`config.mk`:
```
export PLATFORM = sky130hd
export DESIGN_NAME = mult_div_ctrl
export DESIGN_NICKNAME = d
export VERILOG_FILES = /design/src/rtl/mult_div_ctrl.sv
export SDC_FILE = /design/constraint.sdc
export NUM_CORES = 1
export LEC_CHECK = 0
export BUFFER_PORTS_ARGS = -buffer_cell sky130_fd_sc_hd__buf_4
export CAP_MARGIN = 20
export CORE_UTILIZATION = 29
export CTS_BUF_LIST = sky130_fd_sc_hd__clkbuf_4
export DETAILED_ROUTE_END_ITERATION = 10
export SKIP_LAST_GASP = 1
export SYNTH_ARGS = -nofsm -noshare
export SYNTH_HDL_FRONTEND = slang
export SYNTH_SLANG_ARGS = --single-unit
export TNS_END_PERCENT = 20
```
`constraint.sdc`:
```
create_clock -name clk -period 5.5 [get_ports clk]
set_input_delay 0.275 -clock clk [delete_from_list [all_inputs] [get_ports clk]]
set_output_delay 0.275 -clock clk [all_outputs]
set_load 0.005 [all_outputs]
```
`src/rtl/mult_div_ctrl.sv`:
```
// Sequencing controller and one-bit-per-cycle engine for the shared MULT/MULTU/DIV/DIVU resource.
// Magnitudes are iterated unsigned; the sign fix-up is applied on the last iteration edge.
module mult_div_ctrl #(
    parameter int DATA_WIDTH = 32
) (
    input  logic                    clk,
    input  logic                    rst,
    input  logic [5:0]              funct,
    input  logic [DATA_WIDTH-1:0]   operand_1,
    input  logic [DATA_WIDTH-1:0]   operand_2,
    input  logic                    flush,
    input  logic                    pipeline_stall,
    output logic                    done,
    output logic [2*DATA_WIDTH-1:0] result,
    output logic                    busy,
    output logic [1:0]              state_dbg
);

    localparam int CNT_W = (DATA_WIDTH > 1) ? $clog2(DATA_WIDTH) : 1;
    localparam logic [CNT_W-1:0]        LAST_CNT = CNT_W'(DATA_WIDTH - 1);
    localparam logic [CNT_W-1:0]        ONE_CNT  = 1;
    localparam logic [DATA_WIDTH-1:0]   ONE_W    = 1;
    localparam logic [2*DATA_WIDTH-1:0] ONE_2W   = 1;

    localparam logic [1:0] S_IDLE = 2'd0;
    localparam logic [1:0] S_BUSY = 2'd1;
    localparam logic [1:0] S_DONE = 2'd2;

    logic [1:0]              r_state;
    logic [CNT_W-1:0]        r_counter;
    logic [DATA_WIDTH-1:0]   r_op_a;
    logic [2*DATA_WIDTH-1:0] r_acc;
    logic                    r_is_div;
    logic                    r_sign_q;
    logic                    r_sign_r;
    logic [2*DATA_WIDTH-1:0] r_result;
    logic                    r_done;
    logic                    r_busy;

    logic                    w_is_md;
    logic                    w_is_div_f;
    logic                    w_is_signed_f;
    logic                    w_neg1;
    logic                    w_neg2;
    logic [DATA_WIDTH-1:0]   w_mag1;
    logic [DATA_WIDTH-1:0]   w_mag2;
    logic                    w_div_zero;
    logic                    w_start;
    logic [DATA_WIDTH-1:0]   w_acc_hi;
    logic [DATA_WIDTH-1:0]   w_acc_lo;
    logic [DATA_WIDTH:0]     w_mul_sum;
    logic [DATA_WIDTH:0]     w_mul_top;
    logic [2*DATA_WIDTH-1:0] w_mul_next;
    logic [DATA_WIDTH:0]     w_div_part;
    logic [DATA_WIDTH:0]     w_div_diff;
    logic                    w_div_ge;
    logic [2*DATA_WIDTH-1:0] w_div_next;
    logic [2*DATA_WIDTH-1:0] w_acc_next;
    logic [2*DATA_WIDTH-1:0] w_prod_fix;
    logic [DATA_WIDTH-1:0]   w_quot_fix;
    logic [DATA_WIDTH-1:0]   w_rem_fix;
    logic [2*DATA_WIDTH-1:0] w_final;
    logic [1:0]              w_state_next;

    // funct 0x18..0x1B share bits [5:2]; bit1 selects divide, bit0 selects unsigned.
    assign w_is_md       = (funct[5:2] == 4'b0110);
    assign w_is_div_f    = funct[1];
    assign w_is_signed_f = ~funct[0];
    assign w_neg1        = w_is_signed_f & operand_1[DATA_WIDTH-1];
    assign w_neg2        = w_is_signed_f & operand_2[DATA_WIDTH-1];
    assign w_mag1        = w_neg1 ? (~operand_1 + ONE_W) : operand_1;
    assign w_mag2        = w_neg2 ? (~operand_2 + ONE_W) : operand_2;
    assign w_div_zero    = w_is_div_f && (operand_2 == '0);
    assign w_start       = !flush && w_is_md;

    assign w_acc_hi = r_acc[2*DATA_WIDTH-1:DATA_WIDTH];
    assign w_acc_lo = r_acc[DATA_WIDTH-1:0];

    // Multiply: r_op_a is the multiplicand, the low half of r_acc holds the multiplier bits still to consume.
    assign w_mul_sum  = {1'b0, w_acc_hi} + {1'b0, r_op_a};
    assign w_mul_top  = r_acc[0] ? w_mul_sum : {1'b0, w_acc_hi};
    assign w_mul_next = {w_mul_top, w_acc_lo[DATA_WIDTH-1:1]};

    // Divide: r_op_a is the divisor, high half is the partial remainder, low half shifts dividend out / quotient in.
    assign w_div_part = {w_acc_hi, w_acc_lo[DATA_WIDTH-1]};
    assign w_div_diff = w_div_part - {1'b0, r_op_a};
    assign w_div_ge   = (w_div_part >= {1'b0, r_op_a});
    assign w_div_next = w_div_ge
                      ? {w_div_diff[DATA_WIDTH-1:0], w_acc_lo[DATA_WIDTH-2:0], 1'b1}
                      : {w_div_part[DATA_WIDTH-1:0], w_acc_lo[DATA_WIDTH-2:0], 1'b0};

    assign w_acc_next = r_is_div ? w_div_next : w_mul_next;

    assign w_prod_fix = r_sign_q ? (~w_acc_next + ONE_2W) : w_acc_next;
    assign w_quot_fix = r_sign_q ? (~w_acc_next[DATA_WIDTH-1:0] + ONE_W)
                                 : w_acc_next[DATA_WIDTH-1:0];
    assign w_rem_fix  = r_sign_r ? (~w_acc_next[2*DATA_WIDTH-1:DATA_WIDTH] + ONE_W)
                                 : w_acc_next[2*DATA_WIDTH-1:DATA_WIDTH];
    assign w_final    = r_is_div ? {w_rem_fix, w_quot_fix} : w_prod_fix;

    always_comb begin
        w_state_next = r_state;
        case (r_state)
            S_IDLE: begin
                if (w_start) begin
                    w_state_next = w_div_zero ? S_DONE : S_BUSY;
                end
            end
            S_BUSY: begin
                if (flush) begin
                    w_state_next = S_IDLE;
                end else if (r_counter == LAST_CNT) begin
                    w_state_next = S_DONE;
                end
            end
            S_DONE: begin
                // A held stall keeps the result presented; funct is not re-decoded here.
                if (flush || !pipeline_stall) begin
                    w_state_next = S_IDLE;
                end
            end
            default: w_state_next = S_IDLE;
        endcase
    end

    always_ff @(posedge clk or posedge rst) begin
        if (rst) begin
            r_state   <= S_IDLE;
            r_counter <= '0;
            r_op_a    <= '0;
            r_acc     <= '0;
            r_is_div  <= 1'b0;
            r_sign_q  <= 1'b0;
            r_sign_r  <= 1'b0;
            r_result  <= '0;
            r_done    <= 1'b0;
            r_busy    <= 1'b0;
        end else begin
            r_state <= w_state_next;
            r_done  <= (w_state_next == S_DONE);
            r_busy  <= (w_state_next == S_BUSY);
            case (r_state)
                S_IDLE: begin
                    if (w_start) begin
                        r_op_a    <= w_is_div_f ? w_mag2 : w_mag1;
                        r_acc     <= {{DATA_WIDTH{1'b0}}, (w_is_div_f ? w_mag1 : w_mag2)};
                        r_is_div  <= w_is_div_f;
                        r_sign_q  <= w_neg1 ^ w_neg2;
                        r_sign_r  <= w_neg1;
                        r_counter <= '0;
                        if (w_div_zero) begin
                            r_result <= {operand_1, {DATA_WIDTH{1'b1}}};
                        end
                    end
                end
                S_BUSY: begin
                    if (!flush) begin
                        r_acc     <= w_acc_next;
                        r_counter <= r_counter + ONE_CNT;
                        if (r_counter == LAST_CNT) begin
                            r_result <= w_final;
                        end
                    end
                end
                default: ;
            endcase
        end
    end

    assign done      = r_done;
    assign busy      = r_busy;
    assign result    = r_result;
    assign state_dbg = r_state;

endmodule

```
# After elaboration in Yosys (flattened, before gate mapping)
# Cells that the tools add are included.
# totals
register_bits	172
word_cells	77
# op_classes
n_addsub	8
n_lt_le_gt_ge	1
eq_ne	10
n_mux	28
bitwise	9
reduce_logical	11
# op_table
cell	n
two-way mux 64 bit	10
one-hot mux 64 bit (2 select lines)	2
two-way mux 32 bit	6
adder 32 x 1 -> 32 bit, second input constant	4
NOT 32 bit	4
adder 64 x 1 -> 64 bit, second input constant	1
NOT 64 bit	1
adder 32 x 32 -> 33 bit	1
>= comparator 33 x 32 -> 1 bit	1
two-way mux 33 bit	1
logical NOT 32 bit	1
subtractor 32 bit	1
two-way mux 2 bit	5
two-way mux 5 bit	2
one-hot mux 5 bit (2 select lines)	1
inequality test 2 bit, second input constant	4
one-hot mux 2 bit (3 select lines)	1
adder 5 x 1 -> 5 bit, second input constant	1
equality test 5 bit, second input constant	1
AND reduction 5 bit	1
equality test 2 x 1 -> 1 bit, second input constant	2
equality test 2 bit, second input constant	2
equality test 4 x 3 -> 1 bit, second input constant	1
AND reduction 3 bit	1
9 further kinds	12

# Longest topological paths before layout
# logic_depth
word_depth	10
mapped_depth	26

# Least setup slack after synthesis
# Ideal clock, no wire load.
# synth_timing
path_kind	reg-to-reg
startpoint	reg r_acc[37]
endpoint	reg r_result[56] (netlist: result[56])
setup_time_ns	0.074
t_arrival_ns	5.070
slack_ns	0.356
path_stages_with_launch	24
path_cell_list	dfrtp_1 > ha_1 > a21oi_2 > o21ai_2 > a311o_1 > o311ai_2 > buf_4 > a31oi_1 > inv_1 > ha_1 > nor3b_1 > o221ai_1 > or2_2 > nor4_1 > and3_1 > nand3_1 > nand2b_1 > nand2_1 > clkbuf_1 > o21ai_1 > o31ai_2 > xor2_1 > nand2_1 > a21oi_2
# synth_via
elab_chain_len	10
elab_cells_between_ends	16
classes_between	add/sub (4); order compare (1); mux (9); bitwise (2)
# synth_rtl
element	line	text
start, declared	32	logic [2*DATA_WIDTH-1:0] r_acc;
start signal, assigned	146	r_acc <= {{DATA_WIDTH{1'b0}}, (w_is_div_f ? w_mag1 : w_mag2)};
start signal, assigned	158	r_acc <= w_acc_next;
adder 32 x 32 -> 33 bit, or another cell as far along	80	assign w_mul_sum = {1'b0, w_acc_hi} + {1'b0, r_op_a};
two-way mux 33 bit / two-way mux 64 bit (equally long branches)	81, 89	
two-way mux 64 bit *	92	assign w_acc_next = r_is_div ? w_div_next : w_mul_next;
NOT 64 bit / NOT 32 bit (equally long branches)	94, 97	
adder 64 x 1 -> 64 bit / adder 32 x 1 -> 32 bit (equally long branches)	94, 97	
two-way mux 64 bit / two-way mux 32 bit (equally long branches)	94, 97	
two-way mux 64 bit *	99	assign w_final = r_is_div ? {w_rem_fix, w_quot_fix} : w_prod_fix;
two-way mux 64 bit *	160	if (r_counter == LAST_CNT) begin
two-way mux 64 bit *	157	if (!flush) begin
one-hot mux 64 bit (2 select lines) *	142	case (r_state)
end signal, assigned	152	r_result <= {operand_1, {DATA_WIDTH{1'b1}}};
end signal, assigned	161	r_result <= w_final;
end, declared	36	logic [2*DATA_WIDTH-1:0] r_result;
# Every way passes the cells marked *; elsewhere a longest branch is shown, timed or not. The select of a mux whose other input is x is not followed.
# A chain may end at the register's enable or synchronous reset.

# Final worst setup path
# layout_timing
startpoint	reg r_acc[55]
endpoint	reg r_result[60] (netlist: result[60])
# The elaborated chain is that of the path after synthesis.

==> results by group <==
Status
  • Status: complete, no violations

Global routing
  • Vias in the first global route: around 15000
  • Initial antenna violation count: 3
  • Met1 Use GR: 31.40%
  • Grt ovf: 0
  • Largest net degree at the start of global routing: 99
  • First-pass GRT wire length: ~95000 um
  • Met3 usage: around 3.5%
  • Gr usage total: between 20% and 30%
  • GRT busiest layer: met2
  • M2 GR Usage: between 30% and 40%

Floorplanning
  • Die Y-Extent: about 230 um
  • Core Area: roughly 0.053 mm2
  • Die ar.: roughly 0.055 mm2
  • Chip Width: 234.8 um
  • Starting Density: roughly 30%
  • I/O Pins: roughly 140
  • Num rows: between 80 and 90

Final layout
  • Layout cell share with drive strength beyond 1: 13.72%
  • Final instance area: ~0.018 mm2
  • P&R area growth vs syn: 16.86%
  • Fin util: between 30% and 40%
  • Final Instance Count excl. Fillers: a little under 3000
  • Final net count: ~2400

Logic synthesis
  • Async set-or-reset flop fraction in the synthesized netlist: 100.0%
  • Sequential area share after synthesis: a little over a quarter
  • Syn_area_per_cell: approximately 7.5 um2
  • Synthesis Warnings: 0
  • Adder-Cell Fraction of Synth Area: under 10%
  • Cell count after synthesis: 2083
  • Synth Area in XOR/XNOR: between 8 and 9%
  • Post-synth cell types: 94
  • Largest family of logic cells by synthesized area: compound AO/OA/AOI/OAI gates
  • Number of synthesized flops with an enable pin: 0
  • Top_reg_cell synth: dfrtp_1
  • Mux cell area share after synthesis: 3.040%
  • Compound-Gate Fraction of Synth Area: between 20% and 30%
  • Flops & latches, synth: approximately 170
  • Synth Area in Simple Gates: 22.59%
  • Syn_nets: 2229
  • Synthesized area: about 0.016 mm2

CTS
  • TritonCTS Sinks: 172
  • Clk slew on worst S/H paths: 0.17 ns
  • CTS tree: built
  • Cts bufs inserted: 17
  • H-tree depth: 4
  • Clock insertion delay at the later pin of the skew report: roughly 0.66 ns
  • Max clock buf depth: 2
  • Clk root buf: clkbuf_4

Flow run
  • Maxcap violations: 0

Worst setup path
  • CP arrival: slightly below 6 ns
  • Required time of the critical path: 6.05 ns
  • Crit end category: register
  • CP Max Fanout: 5
  • CP delay by family, top: compound AO/OA/AOI/OAI gates
  • Worst path bufs/invs: 2
  • Worst setup startpoint: r_acc[55]
  • Startpoint Class: register
  • Crit-path cells: ha_1, buf_4, nand2_1, o21ai_0, a31oi_1, o211ai_1, nor4_1, a211oi_1, ha_1, inv_1, a311oi_2, or3b_4, nor4_4, o21ai_1, o21bai_1, xnor2_1, a311oi_1
  • Most common cell on crit path: ha_1
  • Critical path type: register to register
  • CP max-delay cell: o21ai_0
  • R2r startpoint: r_acc[55]
  • Max stage delay on crit path: roughly 0.63 ns
  • Flop-to-flop setup slack: 0.27 ns

Placement
  • Placed insts: roughly 2900
  • RD Place Congestion: about 1
  • Area after DPL: ~0.018 mm2
  • Count of input and output buffers: approximately 140
  • Post-DP HPWL: 47920 um

STA
  • Min Tclk post-route: roughly 5.2 ns
  • Setup TNS: 0 ns
  • Max_slew headroom: ~23%
  • Final hold vios: 0
  • Least-Margin Pin Slew: about 1.2 ns
  • RSZ-0062 raised after global routing: false
  • Max Slew Vio Count: 0
  • Hold slack: roughly 0.028 ns
  • Tcrit/Tclk final: 95.07%
  • Clock skew: around 0.03 ns
  • Highest clock rate: 191.2 MHz
  • Final Setup Violations: 0

Drt
  • Final ANT Viol Nets: 0
  • Vias per Instance: approximately 5.7
  • Initial DRT Pass Iterations: 5
  • Total number of vias: about 17000
  • WL final: roughly 62000 um
  • Average wire per standard cell: 21.39 um
  • DRC Markers: 0
  • Initial DRC count: approximately 1800

Pwr
  • Switch share: 51.97%
  • Worst VDD drop: between 0.0002 and 0.00025 V
  • P_sw: 4.424 mW
  • Cell internal pwr: just over 4 mW
  • Clock share of power: roughly 10%
  • Static Leak: between 8 and 9 nW
  • Part of the power in combinational logic: between 60% and 70%
  • Sequential share of power: between 20% and 30%
  • Power per cell area: 463.3 mW/mm2

Worst hold path
  • Worst min-delay path startpoint: operand_1[30]
  • Hold crit path type: input pin to register
metal layers:
metal / up-vias / part of all wire [%]
li1: 7829 / -
met1: 8061 / 46
met2: 692 / 45
met3: 88 / 6.9
met4: 2 / 2.9
met5: - / 0.013
state kept, by name, summed over array words and instances, names as in the netlist:
signal,flops
state_dbg,2
result,64
done,1
r_counter,5
r_is_div,1
r_acc,64
busy,1
r_sign_q,1
r_sign_r,1
r_op_a,32
placed cells by master, fill, tap and decap left out, types with 11 or more instances in the layout:
cell type      count
clkbuf_4          19
a31oi_1           48
o31ai_1           18
o21ai_1           20
xor2_1            69
o21ai_0          181
inv_1             63
nor3b_1           13
dlygate4sd3_1     31
or3_1             15
o22a_1            12
nor2_1           204
dfrtp_1          171
mux2i_1           41
nor3_1            46
a21o_1            23
a21oi_1          205
nand4_1           26
and3_1            35
nand3_1           57
xnor2_1           85
buf_4            219
nand2b_1          11
o211ai_1          23
nor4_1            16
o21a_1            11
ha_1              70
a211oi_1          17
nand2_1          250
nor2b_1           24
o221ai_1          19
path summary, 6_finish.rpt:
path                                end  depth (start not counted)
max in group asynchronous  r_counter[0]                          4
setup reg to reg             result[60]                         17
hold reg to reg              result[38]                          2
min in group asynchronous    result[31]                          3
setup / recovery             result[60]                         17
hold / removal               result[62]                          4
final cells by class:
cell class	instances	area [um2]
clock buffers	19	142.6
diodes	1	2.502
well taps	688	860.8
fillers	5579	34700
flip-flops and latches	172	4308
multi-input cells	1713	10650
repair buffers	252	1994
clock inverters	11	170.2
inverters	64	245.2
synthesized netlist by cell type, types with 41 or more instances:
| master | count | area share (%) |
|---|---|---|
| a21oi_1 | 205 | 6.5 |
| a31oi_1 | 49 | 1.9 |
| clkbuf_1 | 94 | 2.2 |
| dfrtp_1 | 172 | 27 |
| ha_1 | 70 | 5.6 |
| inv_1 | 64 | 1.5 |
| mux2i_1 | 41 | 2.6 |
| nand2_1 | 251 | 6.0 |
| nand3_1 | 58 | 1.8 |
| nor2_1 | 206 | 4.9 |
| nor3_1 | 46 | 1.5 |
| o21ai_0 | 181 | 5.8 |
| xnor2_1 | 85 | 4.7 |
| xor2_1 | 69 | 3.8 |
logic make-up (layout without fill, tap and decap cells):
group	count (synthesis)	in the layout
XOR/XNOR	154	154
buffers and inverters	198	346
AO/OA/AOI/OAI	688	688
multiplexers	47	47
other	0	1
flip-flops	172	172
AND/OR/NAND/NOR	752	752
adder cells (fa/ha/maj)	72	72
worst min-delay path, cell delays in order:
cell	delay, ns
buf_4	0.11
and3_1	0.14
a21oi_1	0.04
o21ai_1	0.06
through the flow:
| step | worst slack (ns) | power, mW |
|---|---|---|
| final | 0.2712 | 8.512 |
| after global routing | 0.01461 | 9.069 |
| after CTS | 0.1487 | 8.374 |
| after detailed placement | 0.2208 | 7.458 |
| after global placement | 0.4393 | 7.427 |
| after floorplan | 0.3562 | 5.651 |
repair_timing:
| item | in CTS | in global routing |
|---|---|---|
| hold buffers | 30 | 1 |
| gates resized for setup | 0 | 3 |
| setup endpoints to repair | 0 | 14 |
| hold endpoints to repair | 101 | 1 |
| setup buffers | 0 | 2 |
power by group through the flow:
stage	Sequential [mW]	Combinational, mW	Clock (mW)
floorplan	1.72	3.93	0
global placement	1.81	5.62	0
detailed placement	1.83	5.63	0
CTS	1.80	5.68	0.890
global route	1.85	6.28	0.935
finish	1.82	5.82	0.875
No activity file was read; power rests on OpenSTA's default activity.
